[config.mk]
export PLATFORM = sky130hd
export DESIGN_NAME = branch_redirect_ctrl
export DESIGN_NICKNAME = d
export VERILOG_FILES = /design/src/rtl/branch_redirect_ctrl.sv
export SDC_FILE = /design/constraint.sdc
export NUM_CORES = 1
export LEC_CHECK = 0
export BUFFER_PORTS_ARGS = -buffer_cell sky130_fd_sc_hd__buf_2
export CAP_MARGIN = 40
export CORE_UTILIZATION = 45
export CTS_CLUSTER_DIAMETER = 120
export DETAILED_ROUTE_END_ITERATION = 12
export PLACE_DENSITY = 0.84
export SLEW_MARGIN = 25
export SYNTH_ARGS = -nofsm -noshare
export SYNTH_HDL_FRONTEND = slang
export SYNTH_SLANG_ARGS = --single-unit
[constraint.sdc]
create_clock -name clk -period 4.9 [get_ports clk]
set_input_delay 0.245 -clock clk [delete_from_list [all_inputs] [get_ports clk]]
set_output_delay 0.245 -clock clk [all_outputs]
set_load 0.1 [all_outputs]
[src/rtl/branch_redirect_ctrl.sv]
// Resolves EX-stage branches and jumps. Issues a held redirect to fetch, flushes the front end,
// and raises misalignment and illegal-opcode pulses. Keeps branch and redirect statistics.
module branch_redirect_ctrl #(
    parameter int unsigned XLEN    = 32,
    parameter int unsigned CNT_W   = 16,
    localparam int unsigned BJ_OP_W = 4
) (
    input  logic               clk,
    input  logic               rst,
    input  logic               ex_valid,
    input  logic [BJ_OP_W-1:0] ex_bj_op,
    input  logic               ex_b_taken,
    input  logic [XLEN-1:0]    ex_target,
    input  logic               redir_ready,
    output logic               redir_valid,
    output logic [XLEN-1:0]    redir_pc,
    output logic               flush_front,
    output logic               hold_fetch,
    output logic               trap_misalign,
    output logic [XLEN-1:0]    trap_tval,
    output logic               illegal_bj,
    output logic [CNT_W-1:0]   br_cnt,
    output logic [CNT_W-1:0]   redir_cnt
);

    // EXE_BJOP_* encodings; codes above BGEU are undefined
    localparam logic [BJ_OP_W-1:0] EXE_BJOP_NOOP = BJ_OP_W'(0);
    localparam logic [BJ_OP_W-1:0] EXE_BJOP_JUMP = BJ_OP_W'(1);
    localparam logic [BJ_OP_W-1:0] EXE_BJOP_BEQ  = BJ_OP_W'(2);
    localparam logic [BJ_OP_W-1:0] EXE_BJOP_BNE  = BJ_OP_W'(3);
    localparam logic [BJ_OP_W-1:0] EXE_BJOP_BLT  = BJ_OP_W'(4);
    localparam logic [BJ_OP_W-1:0] EXE_BJOP_BGE  = BJ_OP_W'(5);
    localparam logic [BJ_OP_W-1:0] EXE_BJOP_BLTU = BJ_OP_W'(6);
    localparam logic [BJ_OP_W-1:0] EXE_BJOP_BGEU = BJ_OP_W'(7);

    typedef enum logic {
        IDLE  = 1'b0,
        REDIR = 1'b1
    } state_e;

    state_e             state_q, state_d;
    logic               redir_valid_q, redir_valid_d;
    logic [XLEN-1:0]    redir_pc_q, redir_pc_d;
    logic               flush_q, flush_d;
    logic               hold_q, hold_d;
    logic               trap_q, trap_d;
    logic [XLEN-1:0]    tval_q, tval_d;
    logic               illegal_q, illegal_d;
    logic [CNT_W-1:0]   br_cnt_q, br_cnt_d;
    logic [CNT_W-1:0]   redir_cnt_q, redir_cnt_d;

    logic op_defined;
    logic op_is_cond;
    logic op_taken;
    logic target_aligned;

    // Opcode decode; a jump is always taken whatever the condition unit reports
    always_comb begin
        op_defined     = (ex_bj_op <= EXE_BJOP_BGEU);
        op_is_cond     = (ex_bj_op >= EXE_BJOP_BEQ) && (ex_bj_op <= EXE_BJOP_BGEU);
        op_taken       = (ex_bj_op == EXE_BJOP_JUMP) || (op_is_cond && ex_b_taken);
        target_aligned = (ex_target[1:0] == 2'b00);
    end

    always_ff @(posedge clk) begin
        if (rst) begin
            state_q       <= IDLE;
            redir_valid_q <= 1'b0;
            redir_pc_q    <= '0;
            flush_q       <= 1'b0;
            hold_q        <= 1'b0;
            trap_q        <= 1'b0;
            tval_q        <= '0;
            illegal_q     <= 1'b0;
            br_cnt_q      <= '0;
            redir_cnt_q   <= '0;
        end else begin
            state_q       <= state_d;
            redir_valid_q <= redir_valid_d;
            redir_pc_q    <= redir_pc_d;
            flush_q       <= flush_d;
            hold_q        <= hold_d;
            trap_q        <= trap_d;
            tval_q        <= tval_d;
            illegal_q     <= illegal_d;
            br_cnt_q      <= br_cnt_d;
            redir_cnt_q   <= redir_cnt_d;
        end
    end

    always_comb begin
        state_d       = state_q;
        redir_valid_d = redir_valid_q;
        redir_pc_d    = redir_pc_q;
        flush_d       = flush_q;
        hold_d        = hold_q;
        trap_d        = 1'b0;
        tval_d        = tval_q;
        illegal_d     = 1'b0;
        br_cnt_d      = br_cnt_q;
        redir_cnt_d   = redir_cnt_q;

        unique case (state_q)
            IDLE: begin
                redir_valid_d = 1'b0;
                flush_d       = 1'b0;
                hold_d        = 1'b0;
                if (ex_valid) begin
                    if (!op_defined) begin
                        illegal_d = 1'b1;
                    end else if (ex_bj_op != EXE_BJOP_NOOP) begin
                        if (op_is_cond) begin
                            br_cnt_d = br_cnt_q + CNT_W'(1);
                        end
                        if (op_taken) begin
                            flush_d = 1'b1;
                            if (target_aligned) begin
                                state_d       = REDIR;
                                redir_valid_d = 1'b1;
                                redir_pc_d    = ex_target;
                                hold_d        = 1'b1;
                            end else begin
                                trap_d = 1'b1;
                                tval_d = ex_target;
                            end
                        end
                    end
                end
            end
            // EX contents are wrong-path here; only the fetch handshake matters
            REDIR: begin
                if (redir_ready) begin
                    state_d       = IDLE;
                    redir_valid_d = 1'b0;
                    flush_d       = 1'b0;
                    hold_d        = 1'b0;
                    redir_cnt_d   = redir_cnt_q + CNT_W'(1);
                end
            end
            default: state_d = IDLE;
        endcase
    end

    assign redir_valid   = redir_valid_q;
    assign redir_pc      = redir_pc_q;
    assign flush_front   = flush_q;
    assign hold_fetch    = hold_q;
    assign trap_misalign = trap_q;
    assign trap_tval     = tval_q;
    assign illegal_bj    = illegal_q;
    assign br_cnt        = br_cnt_q;
    assign redir_cnt     = redir_cnt_q;

endmodule

==> results.json <==
{
  "synth_cells": 397,
  "cts-buffers-inserted": 9,
  "synth.distinct_cells": 35,
  "cts_tree": "built",
  "timing.hold.ws_ps": 132,
  "ys_ff_latch": 101,
  "relSlewSlack_pct": 49.0,
  "hold_buffers": 0,
  "peakVddDrop_uv": 212,
  "stdcell_area_mm2": 0.00488,
  "setup_violations": 0,
  "yosys.area.top_type_share_pct": 51.8,
  "antenna_left": 0,
  "gr-usage-met2_pct": 32.0,
  "core_area_mm2": 0.00830,
  "r2r_start": "state_q",
  "drt_first_pass_iters": 4,
  "ys.warnings.count": 0,
  "rsz0062_at_grt": "false",
  "fin_crit_ps": 2180,
  "syn_area_mm2": 0.00390,
  "syn_nets": 440,
  "end_kind": "register",
  "hp-start": "ex_target[10]",
  "wl_per_cell_um": 13.6,
  "die_w_um": 95.1,
  "drive_gt1_share_pct": 32.0,
  "dieArea_mm2": 0.00905,
  "synth_edf_count": 0,
  "start_util_pct": 47.0,
  "fmax_mhz": 459,
  "post_cts_resized": 0,
  "path_clk_slew_ps": 100,
  "grt_use_total_pct": 19.3,
  "port-buffer-count": 141,
  "crit_fanout": 9,
  "drcViolationCount": 0,
  "async_reset_ff_share_pct": 0,
  "n_fill_cell": 707,
  "yosysTopAreaCell": "dfxtp_1",
  "grt_max_degree": 54,
  "clock_skew_ps": 5.39,
  "hold_violations": 0,
  "setup_tns_ps": 0,
  "crit_type": "register to register",
  "p_per_area_mw_per_mm2": 312,
  "worstSkewPairLatency_ps": 350,
  "drv_cap": 0,
  "synth.avg_cell_area_um2": 9.83,
  "num_rows": 33,
  "max_slew.worst_pin.slew_ps": 757,
  "mostFrequentLayoutCell": "buf_2",
  "viasPerCell": 5.06,
  "dieHeight_um": 95.1,
  "ioPinCount": 142,
  "route.vias.total": 3255,
  "hpwlAfterDp_um": 6340,
  "slew_viol_final": 0,
  "min_period_over_period_pct": 44.5,
  "clkSinkCount": 101,
  "yosysSeqAreaShare_pct": 51.8,
  "cts_root_buffer": "clkbuf_8",
  "arrival_ps": 2460,
  "clockBufferDepth": 2,
  "grt_use_met3_pct": 5.26,
  "grt_pass1_vias": 2909,
  "regArea_mm2": 0.00202,
  "layout_common_cells": "140 x buf_2, 101 x dfxtp_1, 91 x nor2_1",
  "fin_total_pwr_mw": 1.53,
  "htree_num_levels": 3,
  "cp.required_ps": 5180,
  "crit_path_start": "state_q",
  "num-nets-final": 576,
  "post_cts_buffers": 0,
  "globalRouteMet1Util_pct": 23.6,
  "synth_area_leaders": "dfxtp_1 52%, mux2i_1 15%, nor2_1 8.8%, xnor2_1 2.7%, a21oi_1 2.1%",
  "syn2layout_area_growth_pct": 25.1,
  "routed_wl_um": 8730,
  "status": "completed",
  "place_area_mm2": 0.00469,
  "synth_top_flop_cell": "dfxtp_1",
  "diodes": 0,
  "gp_congestion": 0.756,
  "start_kind": "register",
  "final_core_util_pct": 58.8,
  "multi_input_area_mm2": 0.00177,
  "gr-max-usage-layer": "met2",
  "hp-class": "input port to register",
  "p_leak_nw": 2.11,
  "grt_antenna_before_repair": 0,
  "drt-initial-drc-count": 71,
  "grt_pass1_wl_um": 13600,
  "grt_remaining_overflow": 0
}
[layer usage]
layer | up-vias | wire length (um) | part of all wire (%)
met5 | - | 0 | 0
li1 | 1623 | - | -
met4 | 0 | 128 | 1.5
met2 | 97 | 4080 | 47
met1 | 1526 | 3940 | 45
met3 | 9 | 571 | 6.5
[state kept, by name, indices dropped and copies added (netlist names)]
name,flops
illegal_bj,1
trap_misalign,1
state_q,1
trap_tval,32
redir_pc,32
hold_fetch,1
flush_front,1
redir_cnt,16
br_cnt,16
[power by group]
| group | switching [mW] | total, mW | internal (mW) |
|---|---|---|---|
| registers | 0.00749 | 0.841 | 0.833 |
| logic | 0.144 | 0.186 | 0.0414 |
| clock network | 0.293 | 0.499 | 0.207 |
[synth_stat cells, drive strengths merged, types with 5 or more instances]
cell type,instances
dfxtp,101
nor2,91
mux2i,60
a21oi,16
nand2,13
nand3,13
xnor2,12
clkbuf,11
buf,9
o21ai,8
nor2b,6
or3,6
xor2,5
[cells by family after synthesis]
logic type,after synthesis,share of synthesized area [%]
AO/OA/AOI/OAI,33,5.51
XOR/XNOR,17,3.81
adder cells (fa/ha/maj),2,0.641
buffers and inverters,24,3.11
flip-flops,101,51.8
multiplexers,64,16.5
AND/OR/NAND/NOR,156,18.6
[worst paths after layout]
check                        to  cells past startpoint  slack, ps
setup / recovery     br_cnt[15]                      4       2720
hold / removal    trap_tval[10]                      3        130
setup reg to reg     br_cnt[15]                      4       2720
hold reg to reg     redir_pc[1]                      1        480
[cell type report]
class / count / area share (%)
Clock buffer: 10 / 2.82
Clock inverter: 6 / 1.10
Inverter: 4 / 0.307
Multi-Input combinational cell: 272 / 36.3
Sequential cell: 101 / 41.4
Tap cell: 105 / 2.69
Timing Repair Buffer: 145 / 15.4
[metrics by stage]
stage | cells | setup slack (ps)
after floorplan | 397 | 2420
after global placement | 626 | 2760
after detailed placement | 627 | 2740
after CTS | 643 | 2730
after global routing | 643 | 2600
final | 643 | 2720
[worst max-delay path, cell delays in order, from the launching register on]
cell	delay, ps
dfxtp_1	380
or3b_1	560
or3_4	500
or4_1	520
a21oi_1	140
No activity file was read; power rests on OpenSTA's default activity.
